<file path="config.mk">
export PLATFORM = sky130hd
export DESIGN_NAME = fifo_uart_tx
export DESIGN_NICKNAME = d
export VERILOG_FILES = /design/src/rtl/fifo_uart_tx.sv
export SDC_FILE = /design/constraint.sdc
export NUM_CORES = 1
export LEC_CHECK = 0
export BUFFER_PORTS_ARGS = -buffer_cell sky130_fd_sc_hd__buf_2
export CAP_MARGIN = 20
export CORE_MARGIN = 2
export CORE_UTILIZATION = 60
export DETAILED_ROUTE_END_ITERATION = 10
export PLACE_DENSITY = 0.83
export SYNTH_ARGS = -nofsm -noshare
export SYNTH_HDL_FRONTEND = slang
export SYNTH_SLANG_ARGS = --single-unit
</file>
<file path="constraint.sdc">
create_clock -name clk -period 3.68 [get_ports clk]
set_input_delay 0.368 -clock clk [delete_from_list [all_inputs] [get_ports clk]]
set_output_delay 0.368 -clock clk [all_outputs]
set_load 0.05 [all_outputs]
</file>
<file path="src/rtl/fifo_uart_tx.sv">
// -----------------------------------------------------------------------------
// fifo_uart_tx
//
// Drain stage for the byte FIFO. Pops one word at a time through the FIFO
// read port and serialises it onto a UART-style line: one start bit (0),
// DATA_WIDTH data bits LSB first, one stop bit (1), no parity.
//
// Parameters:
//   DATA_WIDTH   - FIFO word width and number of data bits per frame
//   CLKS_PER_BIT - clk cycles per serial bit (2 or more)
//
// Ports:
//   clk          - system clock, rising edge
//   reset        - asynchronous active-low reset
//   enable       - permits starting new frames (checked in IDLE only)
//   fifo_data    - FIFO read data, valid the cycle after fifo_en_read
//   fifo_empty   - FIFO empty flag (checked in IDLE only)
//   fifo_en_read - FIFO read strobe, one-cycle pulse per byte
//   tx           - serial line, idles high
//   busy         - high whenever the engine is not idle
//   frame_done   - one-cycle pulse on the last clk of the stop bit
//
// Sequence per byte: IDLE -> REQ (read strobe) -> LOAD (capture word)
// -> START -> DATA x DATA_WIDTH -> STOP -> IDLE. All outputs are registered,
// so each one is assigned on the transition into the state it belongs to.
// -----------------------------------------------------------------------------
module fifo_uart_tx #(
    parameter int DATA_WIDTH   = 8,
    parameter int CLKS_PER_BIT = 16
) (
    input  logic                  clk,
    input  logic                  reset,
    input  logic                  enable,
    input  logic [DATA_WIDTH-1:0] fifo_data,
    input  logic                  fifo_empty,
    output logic                  fifo_en_read,
    output logic                  tx,
    output logic                  busy,
    output logic                  frame_done
);

    localparam int BAUD_W = (CLKS_PER_BIT > 1) ? $clog2(CLKS_PER_BIT) : 1;
    localparam int BIT_W  = (DATA_WIDTH > 1) ? $clog2(DATA_WIDTH) : 1;

    localparam logic [BAUD_W-1:0] BAUD_LAST = BAUD_W'(CLKS_PER_BIT - 1);
    localparam logic [BAUD_W-1:0] BAUD_PRE  = BAUD_W'(CLKS_PER_BIT - 2);
    localparam logic [BAUD_W-1:0] BAUD_ONE  = BAUD_W'(1);
    localparam logic [BIT_W-1:0]  BIT_LAST  = BIT_W'(DATA_WIDTH - 1);
    localparam logic [BIT_W-1:0]  BIT_ONE   = BIT_W'(1);

    typedef enum logic [2:0] {
        IDLE  = 3'd0,
        REQ   = 3'd1,
        LOAD  = 3'd2,
        START = 3'd3,
        DATA  = 3'd4,
        STOP  = 3'd5
    } state_t;

    state_t                  state_r;
    logic [BAUD_W-1:0]       baud_r;
    logic [BIT_W-1:0]        bit_r;
    logic [DATA_WIDTH-1:0]   shift_r;
    logic [DATA_WIDTH-1:0]   shift_next_s;

    // Next shift-register contents: shift right, zero enters at the MSB.
    assign shift_next_s = shift_r >> 1;

    // Frame sequencer: state, baud/bit counters, shift register and all outputs.
    always_ff @(posedge clk or negedge reset) begin
        if (!reset) begin
            state_r      <= IDLE;
            baud_r       <= '0;
            bit_r        <= '0;
            shift_r      <= '0;
            fifo_en_read <= 1'b0;
            tx           <= 1'b1;
            busy         <= 1'b0;
            frame_done   <= 1'b0;
        end else begin
            case (state_r)
                IDLE: begin
                    tx         <= 1'b1;
                    frame_done <= 1'b0;
                    baud_r     <= '0;
                    bit_r      <= '0;
                    if (enable && !fifo_empty) begin
                        state_r      <= REQ;
                        fifo_en_read <= 1'b1;
                        busy         <= 1'b1;
                    end else begin
                        fifo_en_read <= 1'b0;
                        busy         <= 1'b0;
                    end
                end

                REQ: begin
                    // Strobe is high for exactly the REQ cycle.
                    fifo_en_read <= 1'b0;
                    state_r      <= LOAD;
                end

                LOAD: begin
                    // Registered FIFO read: data is valid now, one cycle after REQ.
                    shift_r <= fifo_data;
                    baud_r  <= '0;
                    tx      <= 1'b0;
                    state_r <= START;
                end

                START: begin
                    if (baud_r == BAUD_LAST) begin
                        baud_r  <= '0;
                        bit_r   <= '0;
                        tx      <= shift_r[0];
                        state_r <= DATA;
                    end else begin
                        baud_r  <= baud_r + BAUD_ONE;
                    end
                end

                DATA: begin
                    if (baud_r == BAUD_LAST) begin
                        baud_r  <= '0;
                        shift_r <= shift_next_s;
                        if (bit_r == BIT_LAST) begin
                            bit_r   <= '0;
                            tx      <= 1'b1;
                            state_r <= STOP;
                        end else begin
                            bit_r   <= bit_r + BIT_ONE;
                            tx      <= shift_next_s[0];
                        end
                    end else begin
                        baud_r  <= baud_r + BAUD_ONE;
                    end
                end

                STOP: begin
                    if (baud_r == BAUD_LAST) begin
                        baud_r     <= '0;
                        busy       <= 1'b0;
                        frame_done <= 1'b0;
                        state_r    <= IDLE;
                    end else begin
                        baud_r     <= baud_r + BAUD_ONE;
                        // Registered pulse: raise it one cycle early so it
                        // lands on the final stop-bit cycle.
                        frame_done <= (baud_r == BAUD_PRE);
                    end
                end

                default: begin
                    state_r      <= IDLE;
                    baud_r       <= '0;
                    bit_r        <= '0;
                    shift_r      <= '0;
                    fifo_en_read <= 1'b0;
                    tx           <= 1'b1;
                    busy         <= 1'b0;
                    frame_done   <= 1'b0;
                end
            endcase
        end
    end

endmodule

</file>
* Word-level counts from Yosys, hierarchy flattened *
Index checks and enable logic that the tools add are counted.

word-level totals
  flip-flop bits (word level) = 22
  input bits = 12
  output and inout bits = 4
  word-level logic and storage cells = 64

operators by class
  add/subtract/negate cells = 2
  eq/ne operators = 13
  multiplexer cells = 23
  bitwise operators = 4
  reduce and logical (&&, ||, !) cells = 14

operators with widths
  cell                                                                    number
  8-bit case mux with 3 select lines                                      1
  3-bit 2-to-1 mux                                                        7
  3-bit case mux with 6 select lines                                      1
  4-bit OR reduction                                                      3
  2-bit inequality test (second input constant)                           5
  3-bit equality test (second input constant)                             3
  3-bit case mux with 3 select lines                                      1
  4-bit equality test (second input constant)                             2
  8-bit 2-to-1 mux                                                        1
  4-bit case mux with 2 select lines                                      1
  3-bit by 2-bit equality test with 1-bit output (second input constant)  2
  1-bit 2-to-1 mux                                                        6
  3-bit AND reduction                                                     2
  3-bit OR reduction                                                      2
  5-bit AND reduction                                                     1
  4-bit by 1-bit adder with 4-bit output (second input constant)          1
  4-bit 2-to-1 mux                                                        1
  1-bit NOT                                                               4
  1-bit case mux with 2 select lines                                      2
  1-bit case mux with 4 select lines                                      1
  2-bit AND reduction                                                     2
  3-bit by 1-bit adder with 3-bit output (second input constant)          1
  3-bit by 1-bit equality test with 1-bit output (second input constant)  1
  3-bit logical NOT                                                       1
  4 further kinds                                                         4

* Logic depth before layout (Yosys ltp) *
Gate-level depths: netlist (run 1).

  word-level depth = 4
  mapped depth = 6
  gate-level depth less buffers = 5

* Worst setup path before layout (run 1) *
No wires, ideal clock.

  kind = register -> register
  from = register baud_r[0]
  to = register tx
  library setup time = 0.082 ns
  arrival time = 1.390 ns
  data required time = 3.598 ns
  path slack = 2.208 ns
  cell stages (with the launch flop) = 6
  buffers on the path = 1
  period minus slack after synthesis = 1.472 ns
  cells stage by stage = dfrtp_1 > ha_1 > and3_1 > buf_2 > o22ai_1 > mux2_2

between the ends
  word-level cells in the longest chain between the ends = 3
  elaborated cells on any way between the ends = 4
  those cells by class = 3 x eq/ne; 1 x reduce/logical

ends and longest elaborated chain
  what                             RTL line  RTL
  start: declaration               61        logic [BAUD_W-1:0] baud_r;
  start signal: assignment         118       baud_r <= baud_r + BAUD_ONE;
  start signal: assignment         135       baud_r <= baud_r + BAUD_ONE;
  start signal: assignment         146       baud_r <= baud_r + BAUD_ONE;
  4-bit equality test *            112, 123
  2-bit inequality test (no line)  -
  3-bit AND reduction (no line) *  -
  end signal: assignment           115       tx <= shift_r[0];
  end signal: assignment           132       tx <= shift_next_s[0];
  end: declaration                 37        output logic tx,

Every way passes the cells marked *; elsewhere a longest branch is shown, timed or not.
A chain may end at the register's enable or synchronous reset.

* Worst setup path in the final report (run 1) *
  from = register state_r[0]
  to = register shift_r[1]

between the ends
  word-level cells in the longest chain between the ends = 4
  elaborated cells on any way between the ends = 11
  those cells by class = 6 x eq/ne; 1 x mux; 1 x bitwise; 3 x reduce/logical

ends and longest elaborated chain
  what                                                                        RTL line  RTL
  start: declaration                                                          60        state_t state_r;
  start signal: assignment                                                    72        state_r <= IDLE;
  start signal: assignment                                                    88        state_r <= REQ;
  start signal: assignment                                                    100       state_r <= LOAD;
  branches (longest 4 deep; another with 8-bit case mux with 3 select lines)  -
  end signal: assignment                                                      105       shift_r <= fifo_data;
  end signal: assignment                                                      125       shift_r <= shift_next_s;
  end: declaration                                                            63        logic [DATA_WIDTH-1:0] shift_r;

Several ways; the timed one is not identified.

==> metrics.yaml, run 1 <==
sta:
  post-route-min-period_ns: 1.763
  maxSlewHeadroom_pct: 61.34
  worst_pin_slew_ns: 0.5799
  slew_violations: 0
  finalSetupTns_ns: 0
  grt_setup_unrepaired: "no"
  setup_viol: 0
  fmax_mhz: 567.2
  period_share_pct: 47.91
  finalHoldViolCount: 0
  finClkSkew_ns: 0.006145
  fin_ws_ns: 1.917
status:
  outcome: "finished clean"
placement:
  finalWeightedCongestion: 0.7786
  portBuffers: 15
  preCtsSetupSlack_ns: 1.910
  place_hpwl_mm: 1.666
  placed_area_mm2: 0.001251
  dp.cells: 156
floorplanning:
  core_mm2: 0.001902
  die-area_mm2: 0.002346
  initial_utilization_pct: 62.30
  die_w_um: 48.44
  die_y_um: 48.44
  ios: 16
  fp-row-count: 16
synthesis:
  yosysTopAreaCellShare_pct: 44.35
  ys_warn_count: 0
  synth_cells: 122
  syn_avg_cell_area_um2: 9.712
  synth_seq_cells: 22
  async_reset_ff_share_pct: 100.0
  ys_seq_area_share_pct: 46.57
  synth_edf_count: 0
  synth_top_area_cell: "dfrtp_1"
  synth_ff_type: "dfrtp_1"
  synth_nets: 138
  syn-cell-area_mm2: 0.001185
  ys_top_cells_by_area: "dfrtp_1 (44%), a22oi_1 (5.1%), ha_1 (4.2%)"
  synth_cell_types: 35
cells_and_area:
  drive_gt1_share_pct: 17.29
  final_common_cell: "dfrtp_1"
  fin_nets: 150
  multi_input_area_um2: 579.3
  final_area_mm2: 0.001277
  n_fill_cell: 165
  ff_latch_area_um2: 551.8
  syn_to_final_growth_pct: 7.815
  diodes: 0
  final_cell_count_no_fill: 160
  mostFrequentLayoutCells: "dfrtp_1 (21), buf_2 (15), nand2_1 (10)"
clocking:
  clkSinkCount: 22
  htree_num_levels: 1
  clockBufferDepth: 2
  cts-resized-gates: 0
  path_clk_slew_ns: 0.11
  ctsHoldBuffers: 0
  cts_root_buf: "clkbuf_4"
  post-cts-setup-buffers: 0
  cts_tree: "done"
  clock_latency_ns: 0.30
  cts_buffers: 3
routing:
  drt_iter0_drc: 45
  postRouteAntennaNets: 0
  first_pass_iters: 4
  viasPerCell: 5.963
  routed_wl_mm: 2.282
  drc: 0
  wl_per_cell_um: 14.26
  vias: 954
global_route:
  grt_usage_pct: 22.48
  antenna_found_initial: 0
  grt_pass1_vias: 921
  grt_max_degree: 23
  grt_overflow_total: 0
  grt_pass1_wl_mm: 4.153
pwr:
  ir_drop_uv: 257.3
  cellPowerDensity_mw_per_mm2: 297.1
  p_leak_nw: 0.5771
setup_path:
  cp-start-kind: "flop"
  crit_type: "reg2reg"
  cpPeakStageDelay_ns: 0.63
  crit_chain: "and4b_1, a22oi_2, o21ai_0"
  critPathArrivalTime_ns: 1.92
  endpoint_kind: "flop"
  crit_slowest_cell: "dfrtp_1"
  worstPathRequired_ns: 3.84
  cp_max_fo: 16
job:
  drv_cap: 0
hold_path:
  min_path_type: "in2async"
==> state kept, by name (all words and copies together) (netlist names) <==
signal	cells
tx	1
bit_r	3
busy	1
fifo_en_read	1
baud_r	4
frame_done	1
shift_r	8
state_r	3
==> power by group <==
part	internal [mW]	leakage, nW	switching, mW
Sequential	0.247	0.259	0.00301
Combinational	0.00859	0.304	0.0131
Clock	0.0421	0.0150	0.0656
==> critical path, delay by kind of cell, from the launching register on <==
family           cells  cell delay, ns
flip-flops           1            0.63
AND/OR/NAND/NOR      1            0.29
AO/OA/AOI/OAI        2            0.70
==> metrics by stage <==
stage / util (%) / hold slack (ns) / power (mW)
6_report: 67.17 / 0.007771 / 0.3795
5_1_grt: 67.17 / 0.03216 / 0.4000
4_1_cts: 67.17 / 0.01282 / 0.3836
3_5_place_dp: 65.79 / 0.3515 / 0.2767
3_3_place_gp: 65.79 / 0.3507 / 0.2760
2_1_floorplan: - / 0.07241 / 0.2638
==> final timing paths <==
path | start | to | slack (ns) | cells after the start
worst max register to register | state_r[0] | shift_r[1] | 1.92 | 3
worst min register to register | shift_r[4] | shift_r[4] | 0.50 | 2
max in group asynchronous | reset | tx | 3.32 | 1
worst max-delay path | state_r[0] | shift_r[1] | 1.92 | 3
min in group clk | fifo_data[7] | shift_r[7] | 0.30 | 2
worst min-delay path | reset | baud_r[2] | 0.008 | 1
==> cells in the mapped netlist (3+ instances only) <==
cell / n
a21oi_1: 8
a22oi_1: 8
and2_1: 3
buf_2: 4
dfrtp_1: 21
ha_1: 4
inv_1: 3
nand2_1: 10
nand2b_1: 3
nor2_1: 6
nor2b_1: 6
nor3_1: 3
o21ai_0: 9
o22ai_1: 7
==> cells by family (layout without fill, tap and decap cells) <==
| logic type | Yosys count | after routing | synth area share (%) |
|---|---|---|---|
| adders and majority gates | 4 | 4 | 4.224 |
| AOI/OAI and AO/OA | 44 | 44 | 24.92 |
| DFF | 22 | 22 | 46.57 |
| and+or+nand+nor | 38 | 38 | 17.11 |
| buffers and inverters | 11 | 22 | 4.540 |
| muxes | 3 | 3 | 2.640 |
==> final cells by class <==
type                    instances  area share (%)
clock buffers                   4           2.057
well taps                      27           2.644
flip-flops and latches         22           43.19
repair buffers                 15           5.877
inverters                       3          0.8815
multi-input cells              89           45.35
==> routing by layer <==
layer | global-route usage (%) | vias up | share of wire (%)
li1 | - | 475 | -
met1 | 32.57 | 440 | 47
met2 | 34.72 | 39 | 46
met3 | 4.321 | 0 | 6.9
met4 | 6.667 | 0 | 0
met5 | 0 | - | 0
(Power assumes the default switching activity.)
==> run 2: changes to the inputs <==
- CORE_UTILIZATION: 60 -> 50
- PLACE_DENSITY: 0.83 -> 0.74
- clock period: 3.68 -> 1.5 ns (I/O delays scaled with it)
==> metrics.yaml, run 2 (synthesized netlist as in run 1, its figures left out) <==
routing:
  wl_per_cell_um: 16.17  # was 14.26 µm
  viasPerCell: 6.079  # was 5.963
  routed_wl_mm: 2.862  # was 2.282 mm
  drt_iter0_drc: 34  # was 45
  postRouteAntennaNets: 0  # unchanged
  vias: 1076  # was 954
  drc: 0  # unchanged
  first_pass_iters: 4  # unchanged
clocking:
  clockBufferDepth: 2  # unchanged
  cts_tree: "done"  # unchanged
  clkSinkCount: 22  # unchanged
  clock_latency_ns: 0.32  # was 0.30 ns
  cts_buffers: 3  # unchanged
  htree_num_levels: 1  # unchanged
  path_clk_slew_ns: 0.13  # was 0.11 ns
  cts_root_buf: "clkbuf_4"  # unchanged
cells_and_area:
  ff_latch_area_um2: 554.3  # was 551.8 µm²
  largest_reg_flops: 8  # unchanged
  n_fill_cell: 171  # was 165
  final_common_cell: "dfrtp_1"  # unchanged
  largest_register: "shift_r"  # unchanged
  fin_nets: 166  # was 150
  utilization_pct: 67.68  # was 67.17%
  syn_to_final_growth_pct: 27.56  # was 7.815%
  drive_gt1_share_pct: 35.57  # was 17.29%
  largestRegisters: "shift_r x8, baud_r x4"  # unchanged
  diodes: 0  # unchanged
  mostFrequentLayoutCells: "dfrtp_1 (19), buf_2 (15), buf_4 (12)"  # was dfrtp_1 (21), buf_2 (15), nand2_1 (10)
  final_area_mm2: 0.001511  # was 0.001277 mm²
  multi_input_area_um2: 640.6  # was 579.3 µm²
floorplanning:
  ios: 16  # unchanged
  die_y_um: 52.68  # was 48.44 µm
  initial_utilization_pct: 53.05  # was 62.30%
  die_w_um: 52.68  # was 48.44 µm
  fp-row-count: 17  # was 16
  die-area_mm2: 0.002775  # was 0.002346 mm²
  core_mm2: 0.002233  # was 0.001902 mm²
sta:
  finalHoldViolCount: 0  # unchanged
  fmax_mhz: 683.3  # was 567.2 MHz
  setup_viol: 0  # unchanged
  post-route-min-period_ns: 1.464  # was 1.763 ns
  period_share_pct: 97.57  # was 47.91%
  maxSlewHeadroom_pct: 67.34  # was 61.34%
  worst_pin_slew_ns: 0.4899  # was 0.5799 ns
  slew_violations: 0  # unchanged
  grt_setup_unrepaired: "yes"  # was no
  finClkSkew_ns: 0.004059  # was 0.006145 ns
  hold_ws_ns: 0.04379  # was 0.007771 ns
setup_path:
  cp-start-kind: "flop"  # unchanged
  crit_type: "reg2reg"  # unchanged
  worstPathRequired_ns: 1.75  # was 3.84 ns
  critPathArrivalTime_ns: 1.72  # was 1.92 ns
  endpoint_kind: "flop"  # unchanged
  cp_max_fo: 8  # was 16
global_route:
  grt_overflow_total: 0  # unchanged
  grt_pass1_vias: 1032  # was 921
  antenna_found_initial: 0  # unchanged
  grt_usage_pct: 22.93  # was 22.48%
  grt_max_degree: 23  # unchanged
  grt_pass1_wl_mm: 4.664  # was 4.153 mm
pwr:
  p_leak_nw: 0.7009  # was 0.5771 nW
  ir_drop_uv: 656.0  # was 257.3 µV
  cellPowerDensity_mw_per_mm2: 747.2  # was 297.1 mW/mm²
  power_mw: 1.129  # was 379.5 µW
job:
  drv_cap: 0  # unchanged
status:
  outcome: "finished clean"  # unchanged
hold_path:
  min_path_type: "in2reg"  # was in2async
placement:
  placed_area_mm2: 0.001340  # was 0.001251 mm²
  finalWeightedCongestion: 0.8794  # was 0.7786
  portBuffers: 15  # unchanged
  place_hpwl_mm: 1.958  # was 1.666 mm
## run 2: cell types whose count changed in the layout (fill, tap and decap cells not counted), sizes merged
cell         change
buf             +15
dlygate4sd3      +1
clkbuf           -1
bufinv           +1
## run 2: per-layer routing
layer  global-route usage (%)  vias to the layer above  wire length [µm]
li1                         -                      505                 -
met1                    30.90                      532              1289
met2                    35.21                       28              1379
met3                    4.000                       11               109
met4                    11.54                        0                83
met5                        0                        -                 0
## run 2: worst max-delay path, cell delays in order (launching register included)
cell and delay, ns:
dfrtp_1 0.43, ha_4 0.19, and4b_2 0.23, a22oi_2 0.24
buf_6 0.17, nand2_1 0.06, o21ai_1 0.07
## run 2: worst paths after layout
| path | startpoint | to | slack [ns] | depth (start not counted) |
|---|---|---|---|---|
| worst max-delay path | baud_r[1] | shift_r[0] | 0.04 | 6 |
| worst min-delay path | fifo_data[7] | shift_r[7] | 0.04 | 2 |
| worst max register to register | baud_r[1] | shift_r[0] | 0.04 | 6 |
| worst min register to register | shift_r[5] | shift_r[5] | 0.49 | 2 |
| max in group asynchronous | reset | state_r[2] | 0.83 | 2 |
| min in group asynchronous | reset | bit_r[1] | 0.31 | 2 |
## run 2: stage by stage
stage / TNS, ns / instances / setup WS (ns)
5_1_grt: -0.1772 / 177 / -0.05841
2_1_floorplan: 0 / 122 / 0.02765
4_1_cts: 0 / 172 / 0.007291
3_5_place_dp: -0.2041 / 167 / -0.08348
6_report: 0 / 177 / 0.03643
3_3_place_gp: -0.03286 / 167 / -0.02564
## run 2: cell type report
type	count	area share (%)
repair buffers	31	14.40
clock buffers	3	1.490
flip-flops and latches	22	36.67
clock inverters	1	1.987
well taps	28	2.318
multi-input cells	89	42.38
inverters	3	0.7450
## run 2: repair_timing
item	in CTS	in global routing
hold buffers	1	0
pin swaps	0	2
setup buffers	0	4
cloned	0	1
setup endpoints to repair	4	16
gates resized for setup	4	22
hold endpoints to repair	21	0
## run 2: power by group
part	leakage [nW]	internal [mW]	total, mW	switching [mW]
clock	0.0279	0.270	0.459	0.189
combinational	0.416	0.0233	0.0563	0.0330
sequential	0.257	0.606	0.614	0.00747
==> run 3: changes to the inputs <==
- ABC_AREA: not set -> 1
- CORE_UTILIZATION: 50 -> 51
==> metrics.yaml, run 3 <==
synthesis:
  synth.most_common_cell: "nand2_1"  # was dfrtp_1
  synth_edf_count: 0  # unchanged
  async_reset_ff_share_pct: 100.0  # unchanged
  syn_avg_cell_area_um2: 8.084  # was 9.712 µm²
  ys_warn_count: 0  # unchanged
  synth_cells: 165  # was 122
  synth_top_area_cell: "dfrtp_1"  # unchanged
  synthTopCellsByCount: "nand2_1 (43), dfrtp_1 (21), inv_1 (19)"  # was dfrtp_1 (21), nand2_1 (10), o21ai_0 (9)
  synth_ff_type: "dfrtp_1"  # unchanged
  synth_cell_types: 27  # was 35
  ys_top_cells_by_area: "dfrtp_1 (39%), nand2_1 (12%), nand3_1 (5.6%)"  # was dfrtp_1 (44%), a22oi_1 (5.1%), ha_1 (4.2%)
  synth_nets: 181  # was 138
  ys_seq_area_share_pct: 41.37  # was 46.57%
  yosysTopAreaCellShare_pct: 39.40  # was 44.35%
  syn-cell-area_mm2: 0.001334  # was 0.001185 mm²
  synth_seq_cells: 22  # unchanged
routing:
  drc: 0  # unchanged
  first_pass_iters: 4  # unchanged
  wl_per_cell_um: 11.85  # was 16.17 µm
  routed_wl_mm: 2.548  # was 2.862 mm
  viasPerCell: 5.033  # was 6.079
  vias: 1082  # was 1076
  postRouteAntennaNets: 0  # unchanged
  drt_iter0_drc: 11  # was 34
sta:
  finalSetupTns_ns: 0  # unchanged
  post-route-min-period_ns: 1.403  # was 1.464 ns
  worst_pin_slew_ns: 0.4945  # was 0.4899 ns
  maxSlewHeadroom_pct: 67.03  # was 67.34%
  period_share_pct: 93.51  # was 97.57%
  fmax_mhz: 713.0  # was 683.3 MHz
  finalHoldViolCount: 0  # unchanged
  finClkSkew_ns: 0.004967  # was 0.004059 ns
  setup_viol: 0  # unchanged
  slew_violations: 0  # unchanged
cells_and_area:
  final_area_mm2: 0.001494  # was 0.001511 mm²
  syn_to_final_growth_pct: 12.01  # was 27.56%
  mostFrequentLayoutCells: "nand2_1 (42), inv_1 (19), dfrtp_1 (19)"  # was dfrtp_1 (19), buf_2 (15), buf_4 (12)
  largestRegisters: "shift_r x8, baud_r x4"  # unchanged
  diodes: 0  # unchanged
  largest_reg_flops: 8  # unchanged
  final_common_cell: "nand2_1"  # was dfrtp_1
  fin_nets: 202  # was 166
  largest_register: "shift_r"  # unchanged
  drive_gt1_share_pct: 30.81  # was 35.57%
pwr:
  power_mw: 2.772  # was 1.129 mW
  p_switching_mw: 1.376  # was 229.5 µW
  p_leak_nw: 0.7887  # was 0.7009 nW
  swShare_pct: 49.64  # was 20.32%
  cellPowerDensity_mw_per_mm2: 1856  # was 747.2 mW/mm²
  seq_power_share_pct: 33.3  # was 54.3%
  internal_power_mw: 1.396  # was 899.8 µW
  pwr-share-clk_pct: 11.9  # was 40.7%
  ir_drop_uv: 1132  # was 656.0 µV
  comb_power_share_pct: 54.8  # was 5.0%
placement:
  place_hpwl_mm: 2.023  # was 1.958 mm
  placed_area_mm2: 0.001423  # was 0.001340 mm²
  portBuffers: 15  # unchanged
  finalWeightedCongestion: 0.8839  # was 0.8794
floorplanning:
  fp-row-count: 18  # was 17
  ios: 16  # unchanged
  core_mm2: 0.002477  # was 0.002233 mm²
  die_y_um: 55.14  # was 52.68 µm
  die-area_mm2: 0.003040  # was 0.002775 mm²
  initial_utilization_pct: 53.84  # was 53.05%
  die_w_um: 55.14  # was 52.68 µm
global_route:
  grt_pass1_wl_mm: 4.733  # was 4.664 mm
  antenna_found_initial: 0  # unchanged
  grt_usage_pct: 22.14  # was 22.93%
  grt_max_degree: 23  # unchanged
  grt_overflow_total: 0  # unchanged
  grt_pass1_vias: 1082  # was 1032
clocking:
  cts_root_buf: "clkbuf_4"  # unchanged
  htree_num_levels: 1  # unchanged
  cts_tree: "done"  # unchanged
  clockBufferDepth: 2  # unchanged
  path_clk_slew_ns: 0.12  # was 0.13 ns
  cts_buffers: 3  # unchanged
  clock_latency_ns: 0.31  # was 0.32 ns
  clkSinkCount: 22  # unchanged
status:
  outcome: "finished clean"  # unchanged
setup_path:
  cp-start-kind: "flop"  # unchanged
  worstPathRequired_ns: 1.71  # was 1.75 ns
  crit_type: "reg2reg"  # unchanged
  endpoint_kind: "flop"  # unchanged
  critPathArrivalTime_ns: 1.61  # was 1.72 ns
  cp_max_fo: 3  # was 8
job:
  drv_cap: 0  # unchanged
hold_path:
  min_path_type: "in2reg"  # unchanged
-- run 3: metrics by stage --
stage	cells	util, %	setup WS [ns]	hold slack (ns)
6_report	215	60.30	0.09738	0.03916
3_3_place_gp	209	57.42	0.1106	0.1367
5_1_grt	215	60.30	-0.001100	0.04606
4_1_cts	214	59.29	0.05274	0.02618
3_5_place_dp	209	57.42	0.09865	0.1475
2_1_floorplan	165	-	0.1584	-0.1456
-- run 3: cell families after synthesis --
family | Yosys count | synth area share [%]
simple gates | 83 | 30.49
buf+inv | 28 | 10.32
compound gates | 26 | 12.76
flops | 22 | 41.37
fa+ha+maj | 4 | 3.752
xor+xnor | 2 | 1.314
-- run 3: power by group through the flow --
| stage | sequential [mW] | combinational (mW) | clock (mW) |
|---|---|---|---|
| 3_3_place_gp | 0.915 | 1.45 | 0 |
| 4_1_cts | 0.920 | 1.49 | 0.343 |
| 3_5_place_dp | 0.931 | 1.48 | 0 |
| 5_1_grt | 0.946 | 1.71 | 0.364 |
| 2_1_floorplan | 1.02 | 1.18 | 0 |
| 6_report | 0.922 | 1.52 | 0.331 |
-- run 3: final cells by class --
| class | count | area (µm²) |
|---|---|---|
| clock buffers | 4 | 36.28 |
| fillers | 219 | 983.4 |
| inverters | 25 | 101.3 |
| multi-input cells | 115 | 656.9 |
| flip-flops and latches | 22 | 554.3 |
| well taps | 30 | 37.54 |
| repair buffers | 19 | 107.6 |
-- run 3: path summary, 6_finish.rpt --
path                               from           end  slack [ns]  cells past startpoint
max                            bit_r[0]    state_r[0]         0.1                      8
min reg2reg                fifo_en_read  fifo_en_read        0.48                      2
min                        fifo_data[7]    shift_r[7]        0.04                      3
max in group asynchronous         reset    state_r[0]        0.82                      2
min in group asynchronous         reset    frame_done        0.31                      2
max reg2reg                    bit_r[0]    state_r[0]         0.1                      8
-- run 3: routing by layer --
metal / track usage, % / share of wire, % / vias to the layer above
met5: 0 / 0 / -
met4: 5.285 / 1.3 / 0
met3: 5.914 / 4.2 / 8
met2: 38.69 / 49 / 23
met1: 27.09 / 46 / 492
li1: - / - / 559
-- run 3: repair_timing --
action / CTS / global route
endpoints found under the setup margin: 0 / 13
endpoints found under the hold margin: 21 / 0
hold buffers: 1 / 0
buffers inserted: 0 / 1
gates resized for setup: 0 / 6
-- run 3: worst max-delay path, cell delays in order, from the launching register on --
cell and delay (ns):
dfrtp_1 0.41, ha_1 0.21, ha_1 0.20, inv_1 0.08, nand3_1 0.12, inv_1 0.08
a21oi_1 0.05, nand3_1 0.07, nand2_1 0.06
